===== config.mk =====
export PLATFORM = sky130hd
export DESIGN_NAME = sum_coins
export DESIGN_NICKNAME = d
export VERILOG_FILES = /design/src/rtl/sum_coins.sv
export SDC_FILE = /design/constraint.sdc
export NUM_CORES = 1
export LEC_CHECK = 0
export BUFFER_PORTS_ARGS = -buffer_cell sky130_fd_sc_hd__buf_2
export CORE_MARGIN = 2
export CORE_UTILIZATION = 48
export DETAILED_ROUTE_END_ITERATION = 12
export PLACE_DENSITY = 0.76
export SYNTH_ARGS = -nofsm -noshare
export SYNTH_HDL_FRONTEND = slang
export SYNTH_SLANG_ARGS = --single-unit

===== constraint.sdc =====
create_clock -name clk -period 2.25 [get_ports clk]
set_input_delay 0 -clock clk [delete_from_list [all_inputs] [get_ports clk]]
set_output_delay 0 -clock clk [all_outputs]
set_load 0.005 [all_outputs]

===== src/rtl/sum_coins.sv =====
// Coin accumulator: adds one coin per request to a running credit.
// Define SUM_COINS_SAT_EN to saturate the credit instead of wrapping.
module sum_coins #(
  parameter int DATA_W = 8
) (
  input  logic              clk,
  input  logic              rst,
  input  logic              frt_fg4,
  input  logic              in_RDY4,
  input  logic [DATA_W-1:0] DATA_in4,
  output logic              state_cmp4,
  output logic              out_RDY4,
  output logic [DATA_W-1:0] DATA_out4
);

  typedef enum logic [1:0] {
    IDLE = 2'd0,
    LOAD = 2'd1,
    ADD  = 2'd2,
    DONE = 2'd3
  } state_t;

  state_t state;
  state_t state_nxt;

  logic              first_q;
  logic [DATA_W-1:0] coin_q;
  logic [DATA_W-1:0] credit;
  logic [DATA_W-1:0] base;
  logic [DATA_W-1:0] sum;

  always_ff @(posedge clk) begin
    if (rst) state <= IDLE;
    else     state <= state_nxt;
  end

  always_comb begin
    state_nxt = IDLE;
    unique case (state)
      IDLE:    state_nxt = in_RDY4 ? LOAD : IDLE;
      LOAD:    state_nxt = ADD;
      ADD:     state_nxt = DONE;
      DONE:    state_nxt = IDLE;
      default: state_nxt = IDLE;
    endcase
  end

  // A first coin starts from zero credit.
  assign base = first_q ? '0 : credit;

`ifdef SUM_COINS_SAT_EN
  logic [DATA_W:0] sum_ext;

  assign sum_ext = {1'b0, base} + {1'b0, coin_q};
  assign sum     = sum_ext[DATA_W] ? '1 : sum_ext[DATA_W-1:0];
`else
  assign sum = base + coin_q;
`endif

  always_ff @(posedge clk) begin
    if (rst) begin
      first_q  <= 1'b0;
      coin_q   <= '0;
      credit   <= '0;
      out_RDY4 <= 1'b0;
    end else begin
      out_RDY4 <= (state == ADD);
      if (state == IDLE && in_RDY4)
        first_q <= frt_fg4;
      if (state == LOAD)
        coin_q <= DATA_in4;
      if (state == ADD)
        credit <= sum;
    end
  end

  assign DATA_out4  = credit;
  assign state_cmp4 = (state == IDLE);

endmodule


* After elaboration in Yosys (flattened, before gate mapping)
Cells that the tools add are included.
W data, S select, Z words.
** Operators by class
- Add/sub/neg operators :: 1
- $mul :: 0
- Divide/modulo/power cells :: 0
- Order comparisons :: 0
- Equality and inequality tests :: 3
- Shift-type cells :: 0
- Mux-type cells :: 3
- Bitwise gates (word level) :: 0
- Reductions and logical operators :: 2
** Operator list (count)
- $add A8 B8 Y8 :: 1
- $mux W8 :: 1
- $pmux W2 S4 :: 1
- $eq A2 B2 Y1 const B :: 2
- $eq A2 B1 Y1 const B :: 1
- $logic_not A2 Y1 :: 1
- $logic_and A1 B1 Y1 :: 1
- $mux W1 :: 1
** Storage, ports and cells
- Register bits :: 20
- Latch bits :: 0
- Memory bits (writable) :: 0
- Memory bits (read-only) :: 0
- Input bits :: 12
- Output and inout port bits :: 10
- Word-level logic and storage cells :: 14
- Memories kept :: 0

* Depth between registers and ports, before layout
- Depth after elaboration :: 2
- Depth in mapped cells :: 10

* Worst setup path before layout
OpenSTA, ideal clock, no wires.
- Path type :: flip-flop to flip-flop
- Start :: register first_q
- End :: register credit[7], in the netlist DATA_out4[7]
- Setup time :: 0.060 ns
- Arrival time :: 2.077 ns
- Data required time :: 2.190 ns
- Path slack :: 0.113 ns
- Stages on the path, launching flop included :: 11
- Buffers on the path :: 1
- Clock period less this slack :: 2.137 ns
- Path through :: dfxtp_1 -> clkbuf_1 -> inv_1 -> nand2_1 -> inv_1 -> ha_1 -> a21o_1 -> a31o_1 -> or4_1 -> nand4_1 -> a32o_1
** Between the ends
- Cells in the longest elaborated chain, start to end :: 2
** Ends and longest elaborated chain
- start: declaration :: line 26 : logic first_q;
- start signal: assignment :: line 69 : first_q <= frt_fg4;
- $mux W8 :: line 49 : assign base = first_q ? '0 : credit;
- $add A8 B8 Y8 :: line 57 : assign sum = base + coin_q;
- end signal: assignment :: line 73 : credit <= sum;
- end: declaration :: line 28 : logic [DATA_W-1:0] credit;
Every way passes these cells.
A chain may end at the register's enable or synchronous reset.

* Final worst setup path
- Start :: register first_q
- End :: register credit[6], in the netlist DATA_out4[6]
Same word-level chain as after synthesis.

==> impl_metrics.py <==
metrics = {
    "status": {
        "run_status": "complete, no violations",
    },
    "clocking": {
        "worst_case_clock_buffer_depth": 2,
        "clock_insertion_delay_worst_skew_ps": 300,
        "clock_h_tree_levels": 1,
        "cts_root_buf": "clkbuf_4",
        "clock_slew_seen_by_the_registers_of_the_worst_setup_and_hold_paths_ps": 120,
        "cts_sinks": 20,
        "cts_tree": "done",
        "numCtsBuffers": 3,
    },
    "routing": {
        "antenna_violating_nets_post_route": 0,
        "firstDrtPassIters": 4,
        "remaining_drc_errors": 0,
        "viasPerCell": 5.38,
        "vias_post_dr": 1016,
        "route.detailed.wl_per_inst_um": 13.0,
        "drt_wl_total_um": 2450,
        "detail_route.iter0.violations": 32,
    },
    "global_routing": {
        "grt_start_max_net_pins": 24,
        "grt_first_pass_wirelength_um": 4230,
        "overflow": 0,
        "antenna_found_initial": 0,
        "first_global_vias": 925,
        "globalRouteTotalUtil": 0.207,
    },
    "worst_setup_path": {
        "worst_flop_to_flop_path_startpoint": "first_q",
        "worst_ep_required_time_ps": 2500,
        "rr_worst_depth": 9,
        "start_kind": "flop",
        "worst_setup_path_category": "reg2reg",
        "ff2ff_setup_slack_ps": 150,
        "timing.critical_path.to_type": "flop",
        "critPathMaxFanout": 9,
        "worst-endpoint-arrival_ps": 2350,
        "rr_endpoint": "DATA_out4[6]",
    },
    "timing": {
        "tns_ps": 0,
        "tightest_slew_ps": 447,
        "finalCritPeriodShare": 0.933,
        "final.setup.worst_slack_ps": 151,
        "grt_setup_unrepaired": "no",
        "hold-worst-slack_ps": 96.7,
        "fin_skew_ps": 7.81,
        "layout_min_cycle_time_ps": 2100,
        "hold_violation_total_from_the_final_report": 0,
        "slew-limit-headroom": 0.702,
        "setup_violations": 0,
        "max_freq_ghz": 0.476,
        "final-max-slew-violation-count": 0,
    },
    "pwr": {
        "total_leakage_power_nw": 0.644,
        "ir_worst_vdd_mv": 0.429,
        "power_frac_comb": 0.188,
        "share_clk_of_total_power": 0.349,
        "p_int_uw": 635,
        "power_switching_share": 0.250,
        "total_power_uw": 846,
        "netSwitchingPower_uw": 211,
        "cellPowerDensity_mw_per_mm2": 588,
        "seq_power_share": 0.463,
    },
    "synth": {
        "synth.top_cells.by_area": "dfxtp_1 (36%), ha_1 (11%), mux2i_1 (9.8%), nor2b_1 (5.0%), nor2_1 (4.3%)",
        "synth_seq_area_share": 0.355,
        "yosys.cell_types.count": 36,
        "synth_seq_cells": 20,
        "yosys.area.top_type_share": 0.355,
        "synth.cell_area_mm2": 0.00113,
        "syn_area_per_cell_um2": 8.88,
        "synthesis.nets": 150,
        "yosysWarnings": 0,
        "synth_area_leader": "dfxtp_1",
        "cell_count_after_synthesis": 127,
    },
    "die": {
        "floorplan.initialDensity": 0.510,
        "die_area_mm2": 0.00275,
        "placementRows": 17,
        "die_width_um": 52.5,
        "placeableCoreArea_mm2": 0.00221,
        "design.portCount": 22,
        "dieHeight_um": 52.5,
    },
    "worst_hold_path": {
        "hold_path.class": "in2reg",
        "worstHoldPathCells": 2,
        "hold_path.startpoint": "rst",
        "hold_path_sink": "coin_q[4]",
    },
    "finish": {
        "num-nets-final": 185,
        "drive_above_1_share": 0.180,
        "insertedDiodeCount": 0,
        "n_fill_cell": 185,
        "layout-area-overhead-vs-synth_pct": 27.6,
        "utilization": 0.650,
    },
    "placement": {
        "gp_routability_congestion": 0.854,
        "pre_cts_ws_ps": 46.1,
        "port_buffers": 21,
        "place_hpwl_um": 1710,
    },
    "job": {
        "max_cap_viol_count": 0,
    },
}
synth_stat cells (all sizes together):
cell type and count:
nand3b 1, inv 8, and3 1, nor2 13, clkbuf 3, a41o 1, nor3 2, nand4 2
o21a 1, nor4 1, nand2 9, nand3 4, mux2i 11, or4 1, xnor2 3, a31o 1
a2111o 1, buf 2, a211oi 2, ha 10, nand4b 1, a31oi 2, nor2b 9, a32o 1
o21bai 2, fa 1, o211ai 1, a21o 2, o311ai 1, a21oi 6, dfxtp 20, nor4b 1
o21ai 2, nand2b 1
routing by layer:
layer,global-route usage,vias up,share of wire
met5,0,-,0
met4,0.0855,0,0.021
met3,0.0371,6,0.040
met2,0.308,30,0.47
met1,0.292,464,0.47
li1,-,516,-
placed cells by master (no fill, tap or decap), types with 2 or more instances in the layout:
master and count:
buf_2 21, dfxtp_1 19, nor2_1 13, dlygate4sd3_1 12, mux2i_1 11, ha_1 10
nand2_1 9, nor2b_1 9, inv_1 8, a21oi_1 6, nand3_1 4, xnor2_1 3
clkbuf_4 3, nor3_1 2, a31oi_1 2, o21bai_1 2, nand4_1 2, a211oi_1 2
o21ai_0 2, buf_4 2
cells by family (layout without fill, tap and decap cells):
kind of cell	count (synthesis)	in the layout	synth area share
muxes	11	11	0.0977
DFF	20	20	0.355
adders and majority gates	11	11	0.129
buffers and inverters	13	47	0.0444
xor gates and xnor gates	3	3	0.0233
and+or+nand+nor	46	46	0.206
AOI/OAI and AO/OA	23	23	0.144
flip-flops by register name (all words and copies together) (netlist names):
name,flops
DATA_out4,8
coin_q,8
state,2
first_q,1
out_RDY4,1
power groups by stage:
stage	Clock, mW	Sequential, mW	Combinational [mW]
global route	0.318	0.395	0.179
CTS	0.303	0.392	0.159
floorplan	0	0.394	0.102
finish	0.295	0.392	0.159
global placement	0	0.398	0.137
detailed placement	0	0.400	0.141
critical path, stage by stage (launching register included):
cell	delay, ps
dfxtp_4	400
nor2b_1	120
ha_1	200
inv_1	60
fa_1	390
nor2b_1	130
o21a_1	160
o211ai_1	110
a2111o_1	380
nand3_1	80
through the flow:
step,area (µm²),cells
after global routing,1440,189
after detailed placement,1260,173
after global placement,1260,173
after floorplan,1130,127
after CTS,1440,189
final,1440,189
final cells by class:
class                           instances  area, µm²  area share
Multi-Input combinational cell         94        677       0.470
Sequential cell                        20        404       0.281
Timing Repair Buffer                   35        240       0.167
Tap cell                               28       35.0      0.0243
Clock inverter                          1       30.0      0.0209
Inverter                                8       30.0      0.0209
Clock buffer                            3       22.5      0.0157
worst max-delay path by stage:
stage	slack, ps	startpoint	endpoint	depth (start not counted)
after global routing	30	first_q	DATA_out4[7]	9
after floorplan	110	first_q	DATA_out4[7]	10
after detailed placement	50	first_q	DATA_out4[7]	9
after CTS	10	first_q	DATA_out4[7]	9
final	150	first_q	DATA_out4[6]	9
after global placement	90	first_q	DATA_out4[7]	9
repair_timing:
action	in CTS	in global routing
endpoints found under the setup margin	0	3
setup buffers	0	0
hold buffers	12	0
hold endpoints to repair	10	0
gates resized for setup	0	2
Note: power is estimated with default switching activity, not from simulation.
